<file path="src/rtl/lsu_mem_stage.sv">
// Load/store unit: turns byte/half/word datapath accesses into word-aligned,
// byte-enabled handshaked bus cycles, stalls the core while one is in flight.
module lsu_mem_stage #(
    parameter int TIMEOUT = 255
) (
    input  logic        clk,
    input  logic        rst,
    input  logic        memread,
    input  logic        memwrite,
    input  logic [1:0]  size,
    input  logic        sign_ext,
    input  logic [31:0] addr,
    input  logic [31:0] writedata,
    output logic [31:0] readdata,
    output logic        stall,
    output logic        misalign,
    output logic        bus_err,
    output logic        mem_req,
    output logic        mem_we,
    output logic [31:0] mem_addr,
    output logic [3:0]  mem_be,
    output logic [31:0] mem_wdata,
    input  logic        mem_ack,
    input  logic [31:0] mem_rdata
);

    typedef enum logic [1:0] {IDLE, REQ, DONE} state_t;

    localparam logic [15:0] TO_LAST = 16'(TIMEOUT - 1);

    state_t      state;
    logic [15:0] cnt;
    logic [31:0] rd_q;
    logic [1:0]  sz_q;
    logic        sext_q;
    logic [1:0]  lo_q;

    logic        access;
    logic [3:0]  be_next;
    logic [31:0] wdata_next;
    logic [31:0] lane;
    logic [31:0] ld_data;

    assign access   = memread | memwrite;
    assign misalign = access & ((size == 2'b01 & addr[0]) | (size[1] & (addr[1:0] != 2'b00)));

    // Gated by rst so the core is never frozen while the unit is held in reset.
    assign stall    = rst & (((state == IDLE) & access & ~misalign) | (state == REQ));
    assign readdata = misalign ? 32'h0 : rd_q;

    always_comb begin
        be_next    = 4'b1111;
        wdata_next = writedata;
        unique case (size)
            2'b00: begin
                be_next    = 4'b0001 << addr[1:0];
                wdata_next = {4{writedata[7:0]}};
            end
            2'b01: begin
                be_next    = addr[1] ? 4'b1100 : 4'b0011;
                wdata_next = {2{writedata[15:0]}};
            end
            default: begin
                be_next    = 4'b1111;
                wdata_next = writedata;
            end
        endcase
    end

    // Extraction uses the registered size/offset, not the live datapath inputs.
    always_comb begin
        lane    = mem_rdata >> {lo_q, 3'b000};
        ld_data = mem_rdata;
        unique case (sz_q)
            2'b00:   ld_data = {{24{sext_q & lane[7]}}, lane[7:0]};
            2'b01:   ld_data = {{16{sext_q & lane[15]}}, lane[15:0]};
            default: ld_data = mem_rdata;
        endcase
    end

    // NOTE: all state below uses non-blocking assignments so every register
    // samples pre-edge values regardless of statement order.
    always_ff @(posedge clk or negedge rst) begin
        if (!rst) begin
            state     <= IDLE;
            cnt       <= 16'h0;
            rd_q      <= 32'h0;
            sz_q      <= 2'b00;
            sext_q    <= 1'b0;
            lo_q      <= 2'b00;
            bus_err   <= 1'b0;
            mem_req   <= 1'b0;
            mem_we    <= 1'b0;
            mem_addr  <= 32'h0;
            mem_be    <= 4'h0;
            mem_wdata <= 32'h0;
        end else begin
            bus_err <= 1'b0;
            unique case (state)
                IDLE: begin
                    if (access && !misalign) begin
                        state     <= REQ;
                        cnt       <= 16'h0;
                        mem_req   <= 1'b1;
                        mem_we    <= memwrite;
                        mem_addr  <= {addr[31:2], 2'b00};
                        mem_be    <= be_next;
                        mem_wdata <= memwrite ? wdata_next : 32'h0;
                        sz_q      <= size;
                        sext_q    <= sign_ext;
                        lo_q      <= addr[1:0];
                    end
                end
                REQ: begin
                    if (mem_ack) begin
                        state   <= DONE;
                        mem_req <= 1'b0;
                        if (!mem_we) rd_q <= ld_data;
                    end else if (cnt == TO_LAST) begin
                        state   <= DONE;
                        mem_req <= 1'b0;
                        rd_q    <= 32'h0;
                        bus_err <= 1'b1;
                    end else begin
                        cnt <= cnt + 16'd1;
                    end
                end
                DONE: begin
                    state <= IDLE;
                    cnt   <= 16'h0;
                end
                default: state <= IDLE;
            endcase
        end
    end

endmodule

</file>
<file path="config.mk">
export PLATFORM = sky130hd
export DESIGN_NAME = lsu_mem_stage
export DESIGN_NICKNAME = d
export VERILOG_FILES = /design/src/rtl/lsu_mem_stage.sv
export SDC_FILE = /design/constraint.sdc
export NUM_CORES = 1
export LEC_CHECK = 0
export CAP_MARGIN = 20
export CORE_MARGIN = 1
export CORE_UTILIZATION = 25
export CTS_CLUSTER_DIAMETER = 40
export DETAILED_ROUTE_END_ITERATION = 6
export PLACE_DENSITY = 0.58
export SYNTH_ARGS = -nofsm -noshare
export SYNTH_HDL_FRONTEND = slang
export SYNTH_SLANG_ARGS = --single-unit
</file>
<file path="constraint.sdc">
create_clock -name clk -period 2 [get_ports clk]
set_input_delay 0.4 -clock clk [delete_from_list [all_inputs] [get_ports clk]]
set_output_delay 0.4 -clock clk [all_outputs]
set_load 0.02 [all_outputs]
</file>
==> flow_summary.yaml <==
outcome:
  status: "complete, no violations"
flow_run:
  cap_viol_max_count: 0
clock_tree:
  clockBufferDepth: 2
  cts_buffers: 17
  cts-hold-fix-buffers: 0
  clk_pin_slew_ps: 60
  h-tree-depth: 4
  cts_root_buffer: "clkbuf_16"
  clock_sinks: 124
  cts_tree: "yes"
  clock_latency_ps: 420
sta:
  relSlewSlack: 0.5250
  tightest_slew_ps: 712.4
  finalMaxSlewViolations: 0
  fin_crit_ps: 1921
  hold_viol: 0
  fin_crit_sh: 0.9605
  finalClockSkew_ps: 10.16
  setup_viol: 0
  max_freq_mhz: 520.6
  tns_ps: 0
die:
  die_w_um: 162.2
  core_um2: 25180
  core.rowCount: 58
  ios: 209
  die_area_um2: 26300
  initial_core_util: 0.2547
  fp.dieH_um: 162.2
final_layout:
  final_nets: 973
  area_growth_pct: 51.97
  layout-drive-gt1-share: 0.2241
  final_cell_mix: "clkdlybuf4s50_1, dfrtp_1, nand2_1"
  fillerInstances: 2514
  final_common_cell: "clkdlybuf4s50_1"
drt:
  drt_iter0_markers: 357
  ant_nets: 0
  first_pass_iters: 6
  drt-total-wl_um: 20470
  vias: 5698
  wl_per_cell_um: 16.90
  post-route-drc-count: 0
  post_drt_via_cell_ratio: 4.705
logic_synthesis:
  synth_cell_type_count: 65
  ys_seq_area_frac: 0.4838
  synth_area_um2: 6414
  synth.avg_cell_area_um2: 10.18
  yosys_most_used_dff: "dfrtp_1"
  synth.area.top_cells: "dfrtp_1, mux2_2, nand2_1"
  ys_seq_elements: 124
  yosys_warnings: 0
  synth_top_cell_by_area: "dfrtp_1"
  synth_edf_count: 0
  async_reset_ff_frac: 1.000
  synthCells: 630
  synth_top_area_share: 0.4838
global_routing:
  antenna_found_initial: 3
  grt_pass1_vias: 5610
  grt_pass1_wl_um: 32000
  overflow: 0
  grt_max_degree: 125
  gr-usage-all-layers: 0.1591
pwr:
  leakagePower_nw: 4.172
  p_total_mw: 13.93
  switchingPower_mw: 5.280
  ir_drop_uv: 648.5
  clkPwrFrac: 0.217
  seqPwrFrac: 0.293
  p_comb_frac: 0.490
  p_int_mw: 8.649
  power.density_nw_per_um2: 1429
  swShare: 0.3791
worst_hold_path:
  hold_class: "in -> async"
setup_path:
  crit-reg2reg-launch: "cnt[1]$_DFFE_PN0P_"
  critPathLaunchType: "input port"
  critPathMaxFanout: 17
  cp.required_ps: 1600
  cp-end-kind: "primary output"
  worst-setup-path-type: "in -> out"
  startpoint: "size[1]"
  crit_arrival_ps: 1520
placement:
  numPortBuffers: 206
  place.gp.congestion: 0.8108
  dp_hpwl_um: 14400
[power by group through the flow]
| stage | clock network, mW | registers (mW) | logic (mW) |
|---|---|---|---|
| floorplan | 0 | 4.86 | 3.03 |
| global placement | 0 | 4.09 | 6.83 |
| detailed placement | 0 | 4.12 | 6.85 |
| CTS | 3.11 | 4.10 | 6.75 |
| global route | 3.21 | 4.22 | 7.36 |
| finish | 3.02 | 4.08 | 6.83 |
[kinds of logic after synthesis]
group,share of synthesized area
AO/OA/AOI/OAI,0.1865
adder cells (fa/ha/maj),0.003901
buffers and inverters,0.06126
flip-flops,0.4838
multiplexers,0.1149
other,0.0005847
AND/OR/NAND/NOR,0.1490
[metal layers]
layer	vias to the layer above	routed length (um)	global-route usage
met4	2	322	0.04717
met2	197	9490	0.2493
met1	2743	8929	0.2013
met5	-	13	0
li1	2731	-	-
met3	25	1710	0.06205
[cells in the mapped netlist, drive strengths merged, types with 7 or more instances]
cell type,n
a21oi,8
a22oi,8
a2bb2oi,7
a31oi,10
buf,33
clkbuf,11
dfrtp,124
inv,38
mux2,35
mux2i,32
nand2,105
nand3,9
nand4,8
nor2,33
nor2b,12
nor3,8
o21ai,37
o221ai,26
o22ai,16
o31ai,17
[through the flow]
stage	utilization	hold WS, ps	instances	instance area, um2	setup WS [ps]
3_3_place_gp	0.3622	460.7	1171	9120	-741.9
4_1_cts	0.3823	114.5	1205	9627	11.06
3_5_place_dp	0.3622	469.2	1171	9120	-745.7
5_1_grt	0.3870	127.0	1210	9744	-10.44
6_report	0.3871	75.42	1211	9747	78.98
2_1_floorplan	-	104.4	631	6417	-30.48
[area by class of cell]
cell class	instances	area, um2	area share
flip-flops and latches	124	3103	0.3184
multi-input cells	424	2993	0.3071
repair buffers	261	2526	0.2592
clock buffers	23	467.9	0.04801
well taps	330	412.9	0.04236
inverters	39	146.4	0.01502
clock inverters	8	92.59	0.009499
diodes	2	5.005	0.0005135
[critical path, stage by stage]
cell and delay (ps):
dlygate4sd2_1 250, o21ai_2 80, buf_6 130, a21boi_4 190, buf_12 190, clkdlybuf4s15_2 270
[path summary, 6_finish.rpt]
path | endpoint | slack, ps | cells after the start
hold reg to reg | mem_wdata[25]$_DFFE_PN0P_ | 480 | 2
setup / recovery | misalign | 80 | 6
hold / removal | cnt[14]$_DFFE_PN0P_ | 80 | 2
setup reg to reg | rd_q[8]$_DFFE_PN0P_ | 110 | 7
max in group asynchronous | mem_addr[26]$_DFFE_PN0P_ | 1370 | 2
min in group clk | mem_wdata[25]$_DFFE_PN0P_ | 480 | 2
[what timing repair did]
item                       in CTS  in global routing
gates cloned                    1                  2
gates resized for setup       167                 19
buffers inserted                2                  3
pin swaps                       3                  4
setup endpoints to repair      65                 56
hold endpoints to repair        0                  0
[state kept, by name (all words and copies together) (netlist names)]
| register | cells |
|---|---|
| bus_err | 1 |
| mem_addr | 30 |
| sz_q | 2 |
| mem_we | 1 |
| mem_wdata | 32 |
| mem_req | 1 |
| lo_q | 2 |
| sext_q | 1 |
| mem_be | 4 |
| cnt | 16 |
| rd_q | 32 |
| state | 2 |
No activity file was read; power rests on OpenSTA's default activity.
